### src/rtl/msaa_sample_iter_if.sv
// Triangle/box in, sample stream out, with halt in both directions.
// The master modport is the side that drives the triangle and the downstream halt.
interface msaa_sample_iter_if #(
    parameter int SIGFIG = 24,
    parameter int VERTS  = 3,
    parameter int AXIS   = 3,
    parameter int SSW    = 2
);
    logic [VERTS*AXIS*SIGFIG-1:0] tri_in;
    logic                         valid_tri_in;
    logic [4*SIGFIG-1:0]          box_in;
    logic [SSW-1:0]               ss_log2;
    logic                         halt_in;
    logic                         halt_out;
    logic [VERTS*AXIS*SIGFIG-1:0] tri_out;
    logic [2*SIGFIG-1:0]          sample_out;
    logic                         valid_samp_out;
    logic                         last_samp_out;

    modport master (
        output tri_in, valid_tri_in, box_in, ss_log2, halt_in,
        input  halt_out, tri_out, sample_out, valid_samp_out, last_samp_out
    );

    modport slave (
        input  tri_in, valid_tri_in, box_in, ss_log2, halt_in,
        output halt_out, tri_out, sample_out, valid_samp_out, last_samp_out
    );
endinterface

### src/rtl/msaa_sample_iter.sv
// Walks every supersample position of a snapped bounding box in raster order,
// at 2^ss_log2 samples per pixel axis, one sample per cycle unless halted.
//
// state | meaning
// ------+-------------------------------------------------------------
// WAIT  | idle; accepts a triangle with a valid box, drops invalid boxes
// TEST  | emitting samples; upstream stalled via halt_out
module msaa_sample_iter #(
    parameter int SIGFIG      = 24,
    parameter int RADIX       = 10,
    parameter int VERTS       = 3,
    parameter int AXIS        = 3,
    parameter int SS_LOG2_MAX = 2,
    parameter int SSW         = 2
) (
    input  logic             clk,
    input  logic             rst,
    msaa_sample_iter_if.slave bus
);
    localparam int TW = VERTS * AXIS * SIGFIG;

    typedef enum logic {WAIT, TEST} state_t;

    state_t                   state;
    logic [TW-1:0]            tri_q;
    logic                     valid_q;
    logic signed [SIGFIG-1:0] llx, urx, ury, x, y;
    logic [SIGFIG-1:0]        step;

    logic signed [SIGFIG-1:0] in_llx, in_lly, in_urx, in_ury;
    logic                     box_ok;
    logic [SSW-1:0]           eff;
    logic [SIGFIG-1:0]        step_new;
    logic signed [SIGFIG:0]   nx, ny, urx_w, ury_w;
    logic                     x_end, y_end;

    always_comb begin
        in_llx   = bus.box_in[SIGFIG-1:0];
        in_lly   = bus.box_in[2*SIGFIG-1:SIGFIG];
        in_urx   = bus.box_in[3*SIGFIG-1:2*SIGFIG];
        in_ury   = bus.box_in[4*SIGFIG-1:3*SIGFIG];
        box_ok   = (in_urx >= in_llx) && (in_ury >= in_lly);
        eff      = (32'(bus.ss_log2) > SS_LOG2_MAX) ? SSW'(SS_LOG2_MAX) : bus.ss_log2;
        step_new = SIGFIG'(1) << (RADIX - 32'(eff));
        // One extra bit so stepping past the upper corner never wraps negative.
        nx       = {x[SIGFIG-1], x} + {1'b0, step};
        ny       = {y[SIGFIG-1], y} + {1'b0, step};
        urx_w    = {urx[SIGFIG-1], urx};
        ury_w    = {ury[SIGFIG-1], ury};
        x_end    = nx > urx_w;
        y_end    = ny > ury_w;
    end

    always_ff @(posedge clk) begin
        if (rst) begin
            state   <= WAIT;
            valid_q <= 1'b0;
            tri_q   <= '0;
            llx     <= '0;
            urx     <= '0;
            ury     <= '0;
            x       <= '0;
            y       <= '0;
            step    <= '0;
        end else begin
            case (state)
                WAIT: begin
                    if (bus.valid_tri_in && box_ok) begin
                        tri_q   <= bus.tri_in;
                        llx     <= in_llx;
                        urx     <= in_urx;
                        ury     <= in_ury;
                        step    <= step_new;
                        x       <= in_llx;
                        y       <= in_lly;
                        valid_q <= 1'b1;
                        state   <= TEST;
                    end else begin
                        valid_q <= 1'b0;
                    end
                end
                TEST: begin
                    if (!bus.halt_in) begin
                        if (!x_end) begin
                            x <= nx[SIGFIG-1:0];
                        end else if (!y_end) begin
                            x <= llx;
                            y <= ny[SIGFIG-1:0];
                        end else begin
                            valid_q <= 1'b0;
                            state   <= WAIT;
                        end
                    end
                end
                default: begin
                    valid_q <= 1'b0;
                    state   <= WAIT;
                end
            endcase
        end
    end

    assign bus.halt_out       = (state == TEST);
    assign bus.tri_out        = tri_q;
    assign bus.sample_out     = {y, x};
    assign bus.valid_samp_out = valid_q;
    assign bus.last_samp_out  = valid_q && x_end && y_end;
endmodule

### src/flat_wrapper.sv
// flat-port wrapper written by rule: the top's interface ports become plain ports
module msaa_sample_iter_flat 
#(
    parameter int SIGFIG      = 24,
    parameter int RADIX       = 10,
    parameter int VERTS       = 3,
    parameter int AXIS        = 3,
    parameter int SS_LOG2_MAX = 2,
    parameter int SSW         = 2
)
  (clk, rst, bus_tri_in, bus_valid_tri_in, bus_box_in, bus_ss_log2, bus_halt_in, bus_halt_out, bus_tri_out, bus_sample_out, bus_valid_samp_out, bus_last_samp_out);
  msaa_sample_iter_if #(.SIGFIG(SIGFIG), .VERTS(VERTS), .AXIS(AXIS), .SSW(SSW)) bus_i ();
  input  logic clk;
  input  logic rst;
  input wire logic [$bits(bus_i.tri_in)-1:0] bus_tri_in;
  input wire logic [$bits(bus_i.valid_tri_in)-1:0] bus_valid_tri_in;
  input wire logic [$bits(bus_i.box_in)-1:0] bus_box_in;
  input wire logic [$bits(bus_i.ss_log2)-1:0] bus_ss_log2;
  input wire logic [$bits(bus_i.halt_in)-1:0] bus_halt_in;
  output wire logic [$bits(bus_i.halt_out)-1:0] bus_halt_out;
  output wire logic [$bits(bus_i.tri_out)-1:0] bus_tri_out;
  output wire logic [$bits(bus_i.sample_out)-1:0] bus_sample_out;
  output wire logic [$bits(bus_i.valid_samp_out)-1:0] bus_valid_samp_out;
  output wire logic [$bits(bus_i.last_samp_out)-1:0] bus_last_samp_out;
  assign bus_i.tri_in = bus_tri_in;
  assign bus_i.valid_tri_in = bus_valid_tri_in;
  assign bus_i.box_in = bus_box_in;
  assign bus_i.ss_log2 = bus_ss_log2;
  assign bus_i.halt_in = bus_halt_in;
  assign bus_halt_out = bus_i.halt_out;
  assign bus_tri_out = bus_i.tri_out;
  assign bus_sample_out = bus_i.sample_out;
  assign bus_valid_samp_out = bus_i.valid_samp_out;
  assign bus_last_samp_out = bus_i.last_samp_out;
  msaa_sample_iter #(.SIGFIG(SIGFIG), .RADIX(RADIX), .VERTS(VERTS), .AXIS(AXIS), .SS_LOG2_MAX(SS_LOG2_MAX), .SSW(SSW)) u_core (.clk(clk), .rst(rst), .bus(bus_i));
endmodule
### config.mk
export PLATFORM = sky130hd
export DESIGN_NAME = msaa_sample_iter_flat
export DESIGN_NICKNAME = d
export VERILOG_FILES = /design/src/rtl/msaa_sample_iter_if.sv /design/src/rtl/msaa_sample_iter.sv /design/src/flat_wrapper.sv
export SDC_FILE = /design/constraint.sdc
export NUM_CORES = 1
export LEC_CHECK = 0
export ABC_AREA = 1
export CORE_MARGIN = 5
export CORE_UTILIZATION = 30
export CTS_BUF_LIST = sky130_fd_sc_hd__clkbuf_8 sky130_fd_sc_hd__clkbuf_16
export DETAILED_ROUTE_END_ITERATION = 10
export GPL_ROUTABILITY_DRIVEN = 0
export GPL_TIMING_DRIVEN = 0
export SETUP_SLACK_MARGIN = 0.2
export SLEW_MARGIN = 5
export SYNTH_ARGS = -nofsm -noshare
export SYNTH_HDL_FRONTEND = slang
export SYNTH_SLANG_ARGS = --single-unit
### constraint.sdc
create_clock -name clk -period 8.3 [get_ports clk]
set_input_delay 1.66 -clock clk [delete_from_list [all_inputs] [get_ports clk]]
set_output_delay 1.66 -clock clk [all_outputs]
set_load 0.005 [all_outputs]
==> out/results.tsv <==
stage	metric	value	unit
sta	hold_viol_final	0	
route	avgRoutedWirePerCell	20.71	um
yosys	ys_async_sr_fraction	0	
layout	area_growth	45.35	%
floorplan	dieArea	65690	um2
yosys	syn-mean-instance-area	6.870	um2
cts	cts_resized	0	
grt	grt_busiest_layer	met2	
layout	nFillCells	6265	
sta	min_period_over_period	0.8691	
grt	grt_use_met1	0.2975	
floorplan	io_pins	585	
grt	met2_usage	0.4268	
worst_setup_path	start_kind	flip-flop	
worst_setup_path	path_class	reg -> out	
route	postRouteAntennaNets	0	
cts	clkSinkCount	352	
layout	drive_gt1_frac	0.04504	
worst_setup_path	required	6.64	ns
sta	grt_setup_unrepaired	false	
layout	layout_commonest_cell	nand2_1	
cts	root_buffer	clkbuf_16	
cts	cts.clk_slew.worst_paths	0.06	ns
placement	io_buffers	583	
placement	dp_hpwl	70.18	mm
layout	fin_nets	3727	
cts	cts_tree	yes	
sta	finalSetupViolations	0	
cts	clock_latency	0.57	ns
sta	fin_crit	7.213	ns
route	finalWirelength	84.76	mm
worst_setup_path	worstReg2RegStart	u_core.step[0]	
pwr	ir_drop	0.1464	mV
status	status	completed	
pwr	cellPowerDensity	256.0	nW/um2
floorplan	initial_core_util	0.3021	
grt	gr-total-overflow	0	
yosys	ys_ff_latch	352	
job	maxCapViolCount	0	
yosys	yosysSeqAreaShare	0.3872	
grt	grt_pass1_wl	121.5	mm
worst_setup_path	r2r-end	u_core.x[7]	
floorplan	coreArea	60250	um2
route	drt_pass1_iterations	6	
route	drc_errors	0	
sta	whs	0.4525	ns
worst_setup_path	arrival	5.55	ns
yosys	synth-edff-count	0	
min_path	min_to	u_core.llx[18]	
cts	cts_made_buffers	43	
grt	grt_max_degree	14	
worst_setup_path	cp_max_fo	10	
floorplan	fp.dieW	256.3	um
grt	use_met3	0.06543	
yosys	ys_types	35	
sta	max_freq	138.6	MHz
yosys	synth_ff_type	dfxtp_1	
worst_setup_path	cp-end-kind	output port	
route	drt-vias-per-instance	4.739	
worst_setup_path	rrSetupSlack	3.40	ns
yosys	netlist_instances	2649	
worst_setup_path	r2r_cells	25	
route	num_vias	19398	
sta	fin_skew	0.02248	ns
min_path	hold_path_class	reg -> reg	
yosys	yosysWarnings	0	
sta	slew_violations	0	
sta	tightest_slew	0.9118	ns
route	drt_iter0_markers	1146	
floorplan	die_height	256.3	um
grt	antenna_found_initial	12	
cts	cts.path.max_buffers	3	
yosys	synthesis.nets	3099	
cts	cts.repair_timing.setup_buffer_count	0	
cts	postCtsHoldBufs	0	
min_path	min-delay-start	u_core.llx[18]	
sta	slew_headroom	0.3921	
layout	final_cell_mix	nand2_1 (874), clkdlybuf4s50_1 (583), a21oi_1 (378)	
floorplan	rows	90	
cts	cts-htree-levels	2	
grt	grt_usage	0.2447	
min_path	min_delay_path_depth	2	
sta	tns	0	ns
pwr	p_leak	11.32	nW
yosys	syn_area	18200	um2
grt	grt_pass1_vias	18313	
## cell usage after synthesis, drive strengths merged, types with 3 or more instances
cell    count  share of area
nor2      170          0.035
nand4      25         0.0086
nand3b     11         0.0045
xnor2       6         0.0029
a21o        8         0.0033
buf        83          0.030
inv       276          0.057
dfxtp     352           0.39
o21ai     139          0.038
and2        7         0.0024
o21a        3         0.0012
clkbuf     49          0.010
nand3      87          0.024
a21oi     378           0.10
nand2     875           0.18
ha        130          0.089
nor3       13         0.0036
xor2       24          0.012
## power breakdown
| group | total [mW] | switching (mW) | leakage, nW | internal, mW |
|---|---|---|---|---|
| clock network | 1.94 | 0.802 | 0.727 | 1.14 |
| logic | 2.75 | 1.65 | 7.73 | 1.10 |
| registers | 2.08 | 0.186 | 2.86 | 1.89 |
| total | 6.77 | 2.64 | 11.3 | 4.14 |
## registers in the layout, summed over array words and instances (netlist names)
signal and flops:
u_core.bus.tri_out 216, u_core.llx 24, u_core.urx 24, u_core.ury 24, u_core.x 24, u_core.y 24
u_core.step 14, u_core.bus.halt_out 1, u_core.bus.valid_samp_out 1
## stage by stage
step / power (mW) / setup slack (ns) / util / cells / instance area [um2]
finish: 6.773 / 1.087 / 0.4391 / 4093 / 26450
global route: 7.232 / 0.5360 / 0.4390 / 4091 / 26450
CTS: 6.803 / 1.012 / 0.4389 / 4090 / 26440
detailed placement: 4.846 / 1.662 / 0.4152 / 4014 / 25010
global placement: 4.828 / 1.659 / 0.4152 / 4014 / 25010
floorplan: 3.679 / 3.489 / - / 2649 / 18200
## worst max path at each step
stage / slack, ns / cells after the start / from / to
floorplan: 3.49 / 22 / u_core.x[0] / bus_last_samp_out
global placement: 1.66 / 23 / u_core.step[0] / bus_last_samp_out
detailed placement: 1.66 / 23 / u_core.step[0] / bus_last_samp_out
CTS: 1.01 / 23 / u_core.step[0] / bus_last_samp_out
global route: 0.54 / 23 / u_core.step[0] / bus_last_samp_out
finish: 1.09 / 23 / u_core.step[0] / bus_last_samp_out
## critical path, stage by stage, from the launching register on
cell	delay, ns
dfxtp_1	0.46
ha_1	0.27
fa_1	0.28
nand2_1	0.07
nand2_1	0.06
o21ai_0	0.14
o21ai_0	0.45
nand3_1	0.13
nand2_1	0.17
xor2_1	0.35
inv_1	0.09
ha_1	0.31
nand2_1	0.08
nor2_1	0.18
nand2_1	0.08
nor3_1	0.14
nand2_1	0.09
nand4_1	0.09
nand2_2	0.15
inv_2	0.21
buf_2	0.26
nand2_1	0.08
nor2_1	0.21
clkdlybuf4s50_1	0.64
## area by class of cell
type	instances	area (um2)	area share
inverters	276	1039	0.03926
flip-flops and latches	352	7047	0.2664
clock inverters	22	203.9	0.007710
plain buffers	132	728.2	0.02753
clock buffers	54	1227	0.04640
repair buffers	583	5836	0.2206
multi-input cells	1889	9385	0.3548
diodes	3	7.507	0.0002838
well taps	782	978.4	0.03699
## routing by layer
layer / routed length, um / share of wire
met5: 48 / 0.00057
met4: 2699 / 0.032
met3: 6279 / 0.074
met2: 40740 / 0.48
met1: 35000 / 0.41
## logic make-up (layout without fill, tap and decap cells)
kind of cell	count (synthesis)	count (layout)	share of synthesized area
flip-flops	352	352	0.3872
XOR/XNOR	30	30	0.01444
adder cells (fa/ha/maj)	132	132	0.09158
other	0	3	0
AO/OA/AOI/OAI	533	533	0.1488
AND/OR/NAND/NOR	1194	1194	0.2608
buffers and inverters	408	1067	0.09708
No activity file was read; power rests on OpenSTA's default activity.
